`config.mk`:
```
export PLATFORM = sky130hd
export DESIGN_NAME = lsu_ctrl_flat
export DESIGN_NICKNAME = d
export VERILOG_FILES = /design/src/rtl/lsu_ctrl_if.sv /design/src/rtl/lsu_ctrl.sv /design/src/flat_wrapper.sv
export SDC_FILE = /design/constraint.sdc
export NUM_CORES = 1
export LEC_CHECK = 0
export CAP_MARGIN = 30
export CORE_MARGIN = 8
export CORE_UTILIZATION = 32
export CTS_CLUSTER_SIZE = 28
export DETAILED_ROUTE_END_ITERATION = 8
export HOLD_SLACK_MARGIN = 0.05
export PLACE_DENSITY = 0.59
export SYNTH_ARGS = -nofsm -noshare
export SYNTH_HDL_FRONTEND = slang
export SYNTH_SLANG_ARGS = --single-unit
```
`constraint.sdc`:
```
create_clock -name clk -period 3.84 [get_ports clk]
set_input_delay 0.576 -clock clk [delete_from_list [all_inputs] [get_ports clk]]
set_output_delay 0.576 -clock clk [all_outputs]
set_load 0.01 [all_outputs]
```
`src/rtl/lsu_ctrl_if.sv`:
```
// Memory-side bus of the load/store controller.
// Build option: none (bus shape is the same with or without LSU_TIMEOUT_EN).
// Signals: mem_req/mem_we/mem_addr/mem_be/mem_wdata are driven by the LSU,
//          mem_ack/mem_rdata are returned by the data memory.
// Modports: master = LSU side, slave = memory side.
interface lsu_ctrl_if #(
    parameter int unsigned AW = 32
) ();
    logic          mem_req;
    logic          mem_we;
    logic [AW-1:0] mem_addr;
    logic [3:0]    mem_be;
    logic [31:0]   mem_wdata;
    logic          mem_ack;
    logic [31:0]   mem_rdata;

    modport master (
        output mem_req, mem_we, mem_addr, mem_be, mem_wdata,
        input  mem_ack, mem_rdata
    );

    modport slave (
        input  mem_req, mem_we, mem_addr, mem_be, mem_wdata,
        output mem_ack, mem_rdata
    );
endinterface

```
`src/rtl/lsu_ctrl.sv`:
```
// Load/store sequencing controller between the core and a variable-latency
// data memory. Issues one req/ack transaction per access and stalls the core
// until it completes. It also places store data on the byte lanes and
// sign/zero-extends load data.
// Optional macro LSU_TIMEOUT_EN: aborts a request after TIMEOUT cycles without
// ack and flags bus_err_o. Without the macro, REQ waits forever and bus_err_o = 0.
// Ports:
//   clk, rst        clock, asynchronous active-high reset
//   rd_en_i/wr_en_i load/store request (level, held while stalled)
//   funct3_i        access size/sign
//   addr_i          byte address
//   wdata_i         store data
//   stall_o         combinational core freeze
//   ld_data_o       extended load result (valid in DONE)
//   misalign_err_o  combinational illegal/misaligned flag in IDLE
//   bus_err_o       timeout abort pulse in DONE
//   mem             memory bus (lsu_ctrl_if.master)
module lsu_ctrl #(
    parameter int unsigned AW      = 32,
    parameter int unsigned TIMEOUT = 16
) (
    input  logic              clk,
    input  logic              rst,
    input  logic              rd_en_i,
    input  logic              wr_en_i,
    input  logic [2:0]        funct3_i,
    input  logic [AW-1:0]     addr_i,
    input  logic [31:0]       wdata_i,
    output logic              stall_o,
    output logic [31:0]       ld_data_o,
    output logic              misalign_err_o,
    output logic              bus_err_o,
    lsu_ctrl_if.master        mem
);
    localparam int unsigned CNT_W = 8;

    if (TIMEOUT < 1 || TIMEOUT > 255) begin : g_timeout_range
        $error("lsu_ctrl: TIMEOUT must be within 1..255");
    end

    typedef enum logic [1:0] {S_IDLE, S_REQ, S_DONE} state_e;

    state_e        state_q, state_d;
    logic          req_q, req_d;
    logic          we_q, we_d;
    logic [AW-1:0] maddr_q, maddr_d;
    logic [3:0]    be_q, be_d;
    logic [31:0]   mwdata_q, mwdata_d;
    logic [1:0]    off_q, off_d;
    logic [2:0]    f3_q, f3_d;
    logic [31:0]   ld_q, ld_d;

    logic          access, bad_f3, misaligned;
    logic [3:0]    lane_be;
    logic [31:0]   lane_wdata, ld_shift, ld_ext;

    // Request decode: store wins when both enables are high.
    always_comb begin
        access     = rd_en_i | wr_en_i;
        bad_f3     = wr_en_i ? (funct3_i[2] || funct3_i[1:0] == 2'b11)
                             : (funct3_i[1:0] == 2'b11 || funct3_i == 3'b110);
        misaligned = (funct3_i[1:0] == 2'b01 && addr_i[0]) ||
                     (funct3_i[1:0] == 2'b10 && addr_i[1:0] != 2'b00);
    end

    // Store lane placement; loads always read the full word.
    always_comb begin
        lane_be    = 4'hF;
        lane_wdata = '0;
        if (wr_en_i) begin
            unique case (funct3_i[1:0])
                2'b00: begin
                    lane_be    = 4'b0001 << addr_i[1:0];
                    lane_wdata = {4{wdata_i[7:0]}};
                end
                2'b01: begin
                    lane_be    = 4'b0011 << addr_i[1:0];
                    lane_wdata = {2{wdata_i[15:0]}};
                end
                default: begin
                    lane_be    = 4'hF;
                    lane_wdata = wdata_i;
                end
            endcase
        end
    end

    // Load alignment and extension, using offset/funct3 captured at issue.
    always_comb begin
        ld_shift = mem.mem_rdata >> {off_q, 3'b000};
        unique case (f3_q)
            3'b000:  ld_ext = {{24{ld_shift[7]}}, ld_shift[7:0]};
            3'b001:  ld_ext = {{16{ld_shift[15]}}, ld_shift[15:0]};
            3'b100:  ld_ext = {24'd0, ld_shift[7:0]};
            3'b101:  ld_ext = {16'd0, ld_shift[15:0]};
            default: ld_ext = ld_shift;
        endcase
    end

`ifdef LSU_TIMEOUT_EN
    localparam logic [CNT_W-1:0] TO_LAST = CNT_W'(TIMEOUT - 1);
    logic [CNT_W-1:0] cnt_q, cnt_d;
    logic             bus_err_q, bus_err_d;
`endif

    // Next-state and combinational outputs.
    always_comb begin
        state_d        = state_q;
        req_d          = 1'b0;
        we_d           = we_q;
        maddr_d        = maddr_q;
        be_d           = be_q;
        mwdata_d       = mwdata_q;
        off_d          = off_q;
        f3_d           = f3_q;
        ld_d           = ld_q;
        stall_o        = 1'b0;
        misalign_err_o = 1'b0;
`ifdef LSU_TIMEOUT_EN
        cnt_d          = cnt_q;
        bus_err_d      = 1'b0;
`endif
        unique case (state_q)
            S_IDLE: begin
                if (access) begin
                    if (bad_f3 || misaligned) begin
                        misalign_err_o = 1'b1;
                    end else begin
                        stall_o  = 1'b1;
                        state_d  = S_REQ;
                        req_d    = 1'b1;
                        we_d     = wr_en_i;
                        maddr_d  = {addr_i[AW-1:2], 2'b00};
                        be_d     = lane_be;
                        mwdata_d = lane_wdata;
                        off_d    = addr_i[1:0];
                        f3_d     = funct3_i;
`ifdef LSU_TIMEOUT_EN
                        cnt_d    = '0;
`endif
                    end
                end
            end
            S_REQ: begin
                stall_o = 1'b1;
                if (mem.mem_ack) begin
                    state_d = S_DONE;
                    ld_d    = we_q ? 32'd0 : ld_ext;
`ifdef LSU_TIMEOUT_EN
                end else if (cnt_q == TO_LAST) begin
                    state_d   = S_DONE;
                    ld_d      = '0;
                    bus_err_d = 1'b1;
                end else begin
                    cnt_d = cnt_q + CNT_W'(1);
                    req_d = 1'b1;
                end
`else
                end else begin
                    req_d = 1'b1;
                end
`endif
            end
            S_DONE: begin
                state_d = S_IDLE;
            end
            default: begin
                state_d = S_IDLE;
            end
        endcase
        // Reset must silence the combinational outputs immediately.
        if (rst) begin
            stall_o        = 1'b0;
            misalign_err_o = 1'b0;
        end
    end

    // State and registered outputs.
    always_ff @(posedge clk or posedge rst) begin
        if (rst) begin
            state_q  <= S_IDLE;
            req_q    <= 1'b0;
            we_q     <= 1'b0;
            maddr_q  <= '0;
            be_q     <= '0;
            mwdata_q <= '0;
            off_q    <= '0;
            f3_q     <= '0;
            ld_q     <= '0;
        end else begin
            state_q  <= state_d;
            req_q    <= req_d;
            we_q     <= we_d;
            maddr_q  <= maddr_d;
            be_q     <= be_d;
            mwdata_q <= mwdata_d;
            off_q    <= off_d;
            f3_q     <= f3_d;
            ld_q     <= ld_d;
        end
    end

`ifdef LSU_TIMEOUT_EN
    // Request watchdog.
    always_ff @(posedge clk or posedge rst) begin
        if (rst) begin
            cnt_q     <= '0;
            bus_err_q <= 1'b0;
        end else begin
            cnt_q     <= cnt_d;
            bus_err_q <= bus_err_d;
        end
    end
    assign bus_err_o = bus_err_q;
`else
    assign bus_err_o = 1'b0;
`endif

    assign ld_data_o     = ld_q;
    assign mem.mem_req   = req_q;
    assign mem.mem_we    = we_q;
    assign mem.mem_addr  = maddr_q;
    assign mem.mem_be    = be_q;
    assign mem.mem_wdata = mwdata_q;
endmodule

```
`src/flat_wrapper.sv`:
```
// flat-port wrapper written by rule: the top's interface ports become plain ports
module lsu_ctrl_flat 
#(
    parameter int unsigned AW      = 32,
    parameter int unsigned TIMEOUT = 16
)
  (clk, rst, rd_en_i, wr_en_i, funct3_i, addr_i, wdata_i, stall_o, ld_data_o, misalign_err_o, bus_err_o, mem_mem_req, mem_mem_we, mem_mem_addr, mem_mem_be, mem_mem_wdata, mem_mem_ack, mem_mem_rdata);
  lsu_ctrl_if #(.AW(AW)) mem_i ();
  input  logic clk;
  input  logic rst;
  input  logic rd_en_i;
  input  logic wr_en_i;
  input  logic [2:0] funct3_i;
  input  logic [AW-1:0] addr_i;
  input  logic [31:0] wdata_i;
  output logic stall_o;
  output logic [31:0] ld_data_o;
  output logic misalign_err_o;
  output logic bus_err_o;
  output wire logic [$bits(mem_i.mem_req)-1:0] mem_mem_req;
  output wire logic [$bits(mem_i.mem_we)-1:0] mem_mem_we;
  output wire logic [$bits(mem_i.mem_addr)-1:0] mem_mem_addr;
  output wire logic [$bits(mem_i.mem_be)-1:0] mem_mem_be;
  output wire logic [$bits(mem_i.mem_wdata)-1:0] mem_mem_wdata;
  input wire logic [$bits(mem_i.mem_ack)-1:0] mem_mem_ack;
  input wire logic [$bits(mem_i.mem_rdata)-1:0] mem_mem_rdata;
  assign mem_mem_req = mem_i.mem_req;
  assign mem_mem_we = mem_i.mem_we;
  assign mem_mem_addr = mem_i.mem_addr;
  assign mem_mem_be = mem_i.mem_be;
  assign mem_mem_wdata = mem_i.mem_wdata;
  assign mem_i.mem_ack = mem_mem_ack;
  assign mem_i.mem_rdata = mem_mem_rdata;
  lsu_ctrl #(.AW(AW), .TIMEOUT(TIMEOUT)) u_core (.clk(clk), .rst(rst), .rd_en_i(rd_en_i), .wr_en_i(wr_en_i), .funct3_i(funct3_i), .addr_i(addr_i), .wdata_i(wdata_i), .stall_o(stall_o), .ld_data_o(ld_data_o), .misalign_err_o(misalign_err_o), .bus_err_o(bus_err_o), .mem(mem_i));
endmodule
```
==> results of run 1 <==
power by group:
group	switching [mW]	internal, mW	total [mW]
sequential	0.252	1.53	1.78
combinational	0.869	1.11	1.98
clock	0.416	0.604	1.02
per-layer routing:
layer  up-vias  track usage  routed length [um]
li1       2093            -                   -
met1      2142        0.203                7190
met2       165        0.269                7540
met3        13       0.0612                1530
met4         0       0.0486                 212
met5         -            0                   0
cell type report:
| class | instances | area share |
|---|---|---|
| clock inverters | 4 | 0.00987 |
| inverters | 2 | 0.00134 |
| clock buffers | 11 | 0.0338 |
| repair buffers | 217 | 0.288 |
| multi-input cells | 351 | 0.277 |
| well taps | 188 | 0.0315 |
| flip-flops and latches | 107 | 0.358 |
cells in the mapped netlist (2+ instances only):
cell      instances  area (um^2)
nor3b_2           2         25.0
a22o_1           16          140
mux2i_1          40          400
a21oi_1          19         95.1
nor2b_1           3         18.8
buf_1             5         18.8
clkbuf_1         13         48.8
a221o_1          17          170
nor3_1            2         10.0
buf_2            16         80.1
nand2b_1          3         18.8
o21ai_0          42          210
o21ai_1           7         35.0
dfrtp_1         107         2680
o32a_1            4         40.0
nor2_1           14         52.6
or2_2             2         12.5
nand2_1         149          559
nand3b_1          8         60.1
buf_4             3         22.5
mux2_2            8         90.1
inv_1             2         7.51
o22ai_1           2         12.5
cells by family after synthesis:
family / count (synthesis) / share of synthesized area
DFF: 107 / 0.544
buffers and inverters: 40 / 0.0384
and+or+nand+nor: 188 / 0.163
muxes: 49 / 0.104
AOI/OAI and AO/OA: 111 / 0.150
other: 1 / 0.000762
worst max-delay path, stage by stage:
cell and delay (ns):
clkdlybuf4s50_1 0.53, or4_4 0.61, a211oi_4 0.23, nor2_1 0.06, nor3_1 0.15, clkdlybuf4s50_1 0.57
path summary, 6_finish.rpt:
| check | startpoint | to | slack [ns] |
|---|---|---|---|
| max in group asynchronous | rst | u_core.mem.mem_wdata[5] | 2.36 |
| min in group asynchronous | rst | u_core.mem.mem_wdata[24] | 0.73 |
| max reg2reg | u_core.state_q[1] | u_core.ld_data_o[24] | 1.52 |
| min reg2reg | u_core.mem.mem_addr[2] | u_core.mem.mem_addr[2] | 0.48 |
| max | addr_i[0] | stall_o | 0.53 |
| min | u_core.mem.mem_addr[2] | u_core.mem.mem_addr[2] | 0.48 |
stage by stage:
stage | utilization | setup slack, ns | total power [mW]
final | 0.494 | 0.531 | 4.78
after global routing | 0.494 | 0.403 | 5.07
after CTS | 0.494 | 0.535 | 4.84
after detailed placement | 0.472 | 0.548 | 3.80
after global placement | 0.472 | 0.595 | 3.77
after floorplan | - | 0.447 | 2.64
sequential cells by signal, summed over array words and instances (netlist names):
register and count:
u_core.mem.mem_addr 30, u_core.mem.mem_req 1, u_core.mem.mem_be 4, u_core.f3_q 3, u_core.state_q 2, u_core.off_q 2
u_core.mem.mem_wdata 32, u_core.ld_data_o 32, u_core.mem.mem_we 1
==> flow_summary.toml, run 1 <==
[run]
max-cap-violations = 0

[clock_network]
cts_max_level = 3
post_cts_resized = 0
cts_num_sinks = 107
cts_buffer_depth = 2
holdBufCountCts = 0
cts_buffers = 9
cts_setup_buffers = 0
root_buffer = "clkbuf_16"
cts_tree = "done"
insertion_delay_ns = 0.34
path_clk_slew_ns = 0.07

[hold_path]
hold_class = "reg2reg"
min_path_cells = 2

[worst_setup_path]
crit_fanout = 7
end_kind = "primary output"
r2r_cells = 5
worstSetupPathType = "in2out"
critPathLaunchType = "primary input"
cp.arrival_ns = 2.73
worst_ep_required_time_ns = 3.26

[route]
dr.pass1.iters = 4
vias = 4413
ant_nets = 0
drt-initial-drc-count = 210
drc = 0
vias_per_cell = 5.01
wl_per_cell_um = 18.7
finalWirelength_um = 16500

[logic_synthesis]
yosys_warnings = 0
ys_seq_area_frac = 0.544
synth.avg_cell_area_um2 = 9.93
synth-main-ff-cell = "dfrtp_1"
async_reset_ff_frac = 1.00
netlist_instances = 496
yosys.cell_types.count = 35
synth_edf_count = 0
ys_ff_latch = 107
netlist_area_um2 = 4920

[timing]
fmax_ghz = 0.302
hold_violations = 0
final.min_clock_period_ns = 3.31
setup_violations = 0
timing.setup.tns_ns = 0
fin_crit_sh = 0.862
fin_skew_ns = 0.00435
rsz0062_at_grt = "false"
max_slew_margin = 0.350
drv_slew = 0
whs_ns = 0.476
tightest_slew_ns = 0.974

[floorplan]
start_util = 0.325
die_area_um2 = 19600
die_y_um = 140
ios = 209
die_w_um = 140
core-area_um2 = 15100
core.rowCount = 45

[grt]
grt_pass1_wl_um = 26200
grt_max_degree = 54
grt_use_total = 0.166
grt_pass1_vias = 4668
globalRouteOverflowTotal = 0
antenna_found_initial = 0

[cells_and_area]
final_common_cell = "clkdlybuf4s50_1"
finalNetCount = 792
mostFrequentLayoutCells = "clkdlybuf4s50_1 (205), nand2_1 (149), dfrtp_1 (107)"
stdcell_area_um2 = 7480
num-fill-cells = 1395
area_growth_pct = 51.9
num_antenna_cells = 0
instances_no_fill = 880
multi_input_area_um2 = 2070
drive_gt1_frac = 0.0636
seq_area_um2 = 2680

[pwr]
p_leak_nw = 3.31
peakVddDrop_mv = 0.296
power_density_nw_per_um2 = 639

[place]
dpl_cell_area_um2 = 7150
dp.cells = 865
dp_hpwl_um = 12200
port-buffer-count = 205
gp_congestion = 0.865

[run_status]
status = "finished, final reports clean"
(Power assumes the default switching activity.)
==> run 2, diff against run 1 <==
--- a/config.mk
+++ b/config.mk
@@ -10,6 +10,7 @@
 export CORE_UTILIZATION = 32
 export CTS_CLUSTER_SIZE = 28
 export DETAILED_ROUTE_END_ITERATION = 8
+export GPL_ROUTABILITY_DRIVEN = 0
 export HOLD_SLACK_MARGIN = 0.05
 export PLACE_DENSITY = 0.59
 export SYNTH_ARGS = -nofsm -noshare
==> results of run 2 <==
No change in the layout: final DEF, timing and power equal those of run 1.
==> variant, RTL diff (flow settings as in run 2) <==
`AW` is set to 32 in 3 places; all go to 48.
--- a/src/rtl/lsu_ctrl_if.sv
+++ b/src/rtl/lsu_ctrl_if.sv
@@ -5,5 +5,5 @@
 // Modports: master = LSU side, slave = memory side.
 interface lsu_ctrl_if #(
-    parameter int unsigned AW = 32
+    parameter int unsigned AW = 48
 ) ();
     logic          mem_req;
--- a/src/rtl/lsu_ctrl.sv
+++ b/src/rtl/lsu_ctrl.sv
@@ -17,5 +17,5 @@
 //   mem             memory bus (lsu_ctrl_if.master)
 module lsu_ctrl #(
-    parameter int unsigned AW      = 32,
+    parameter int unsigned AW      = 48,
     parameter int unsigned TIMEOUT = 16
 ) (
--- a/src/flat_wrapper.sv
+++ b/src/flat_wrapper.sv
@@ -2,5 +2,5 @@
 module lsu_ctrl_flat 
 #(
-    parameter int unsigned AW      = 32,
+    parameter int unsigned AW      = 48,
     parameter int unsigned TIMEOUT = 16
 )
Ports: changed (resized addr_i and mem_mem_addr); port bits go from 209 to 241. No check against the original RTL was run, so the function may have changed too.
==> variant against run 2 <==
Core utilization grew 1.1 points. Count of clock-buffer cells in the layout grew 11. Non-clock buffer count grew 31. Area after synthesis grew 13%. Synthesized cell count grew 14%. Sequential cell count grew 16. Power grew 21%. Design area grew 16%. Wire length grew 19%. Register-to-register slack lost 0.07 ns. Maximum frequency grew 0.34%. Worst setup slack gained 0.011 ns. Critical path depth is the same.
==> variant: results <==
{
  "status": "complete, no violations",
  "wl_met2_mm": 9.14,
  "path_clk_slew_ns": 0.05,
  "p_leak_nw": 3.87,
  "cts_resized": 0,
  "pre_cts_ws_ns": 0.566,
  "clock_path_buffers": 2,
  "yosys.area.top_type": "dfrtp_1",
  "cp_data_arrival_time_ns": 2.72,
  "critical_path.top_delay_family": "buffers and inverters",
  "routedLengthMet1_mm": 8.37,
  "slowest_delay_ns": 0.61,
  "yosysWarnings": 0,
  "largest_reg_flops": 46,
  "grt_start_max_net_pins": 67,
  "clock_skew_ns": 0.00851,
  "post_synth_num_cell_types": 37,
  "cts-root-buf": "clkbuf_16",
  "synth_xor_area_share_pct": 0,
  "synth_mux_area_share_pct": 9.25,
  "grt_pass1_wl_mm": 30.6,
  "fin_cells": 1028,
  "firstDrtPassIters": 5,
  "top_layer": "met4",
  "worstSkewPairLatency_ns": 0.41,
  "finalNetCount": 911,
  "vias_per_cell": 4.86,
  "synthTopCellsByArea": "dfrtp_1 56%, nand2_1 13%, mux2i_1 7.2%",
  "grt_util_all_layers_pct": 18.0,
  "drive_gt1_share_pct": 5.98,
  "wl_per_cell_um": 19.1,
  "met1_usage_pct": 21.8,
  "synth_compound_area_share_pct": 13.2,
  "hold_class": "reg -> reg",
  "port-buffer-count": 237,
  "syn2layout_area_growth_pct": 55.8,
  "yosys-top-cells-count": "197 x nand2_1, 123 x dfrtp_1, 40 x mux2i_1",
  "cts_setup_buffers": 0,
  "n_antenna_cell": 0,
  "slowest_stage": "or4_4",
  "antenna_found_initial": 0,
  "use_met3_pct": 7.43,
  "cts_buffers": 17,
  "grt_util_met2_pct": 28.2,
  "synth.avg_cell_area_um2": 9.85,
  "synth_async_sr_flop_share_pct": 100,
  "drt_iter0_drc": 219,
  "dp_hpwl_mm": 14.7,
  "path_max_fanout": 7,
  "yosysSeqAreaShare_pct": 55.5,
  "synth_fa_ha_area_share_pct": 0,
  "met3_length_mm": 1.72,
  "grt_pass1_vias": 5439,
  "tightest_slew_ns": 0.918,
  "place_area_um2": 8100,
  "peakVddDrop_uv": 337,
  "htreeDepth": 4
}
==> variant: cell types whose count changed in the layout (fill, tap and decap cells not counted), moves of 2 or more <==
cell,delta
clkbuf_1,+3
o21ai_0,-30
clkinv_2,+6
clkbuf_16,+8
nand2_1,+48
o21ai_1,+30
clkinvlp_4,+2
mux2_1,+8
mux2_2,-8
buf_4,-2
clkdlybuf4s50_1,+32
dfrtp_1,+16
==> variant: final timing paths <==
path / from / to / slack [ns] / cells after the start
max: addr_i[0] / stall_o / 0.54 / 6
min: u_core.mem.mem_addr[40]$_DFFE_PP0P_ / u_core.mem.mem_addr[40]$_DFFE_PP0P_ / 0.47 / 2
max reg2reg: u_core.state_q[1]$_DFFE_PP0P_ / u_core.ld_data_o[24]$_DFFE_PP0P_ / 1.45 / 5
min reg2reg: u_core.mem.mem_addr[40]$_DFFE_PP0P_ / u_core.mem.mem_addr[40]$_DFFE_PP0P_ / 0.47 / 2
max in group asynchronous: rst / u_core.mem.mem_addr[34]$_DFFE_PP0P_ / 2.23 / 3
min in group asynchronous: rst / u_core.mem.mem_wdata[23]$_DFFE_PP0P_ / 0.77 / 2
==> variant: logic make-up after synthesis <==
kind of cell | after synthesis
simple gates | 236
flops | 123
compound gates | 111
mux | 49
buf+inv | 43
other cells | 1
==> variant: final cells by class <==
class / instances / area [um2]
well taps: 225 / 282
fillers: 1565 / 8480
clock inverters: 9 / 72.6
multi-input cells: 399 / 2250
inverters: 2 / 11.3
clock buffers: 22 / 464
flip-flops and latches: 123 / 3080
repair buffers: 248 / 2480
==> variant: power breakdown <==
group | total, mW | leakage [nW] | internal, mW | switching (mW)
Sequential | 2.06 | 1.56 | 1.76 | 0.301
Clock | 1.47 | 0.269 | 0.911 | 0.562
Combinational | 2.23 | 2.04 | 1.24 | 0.986
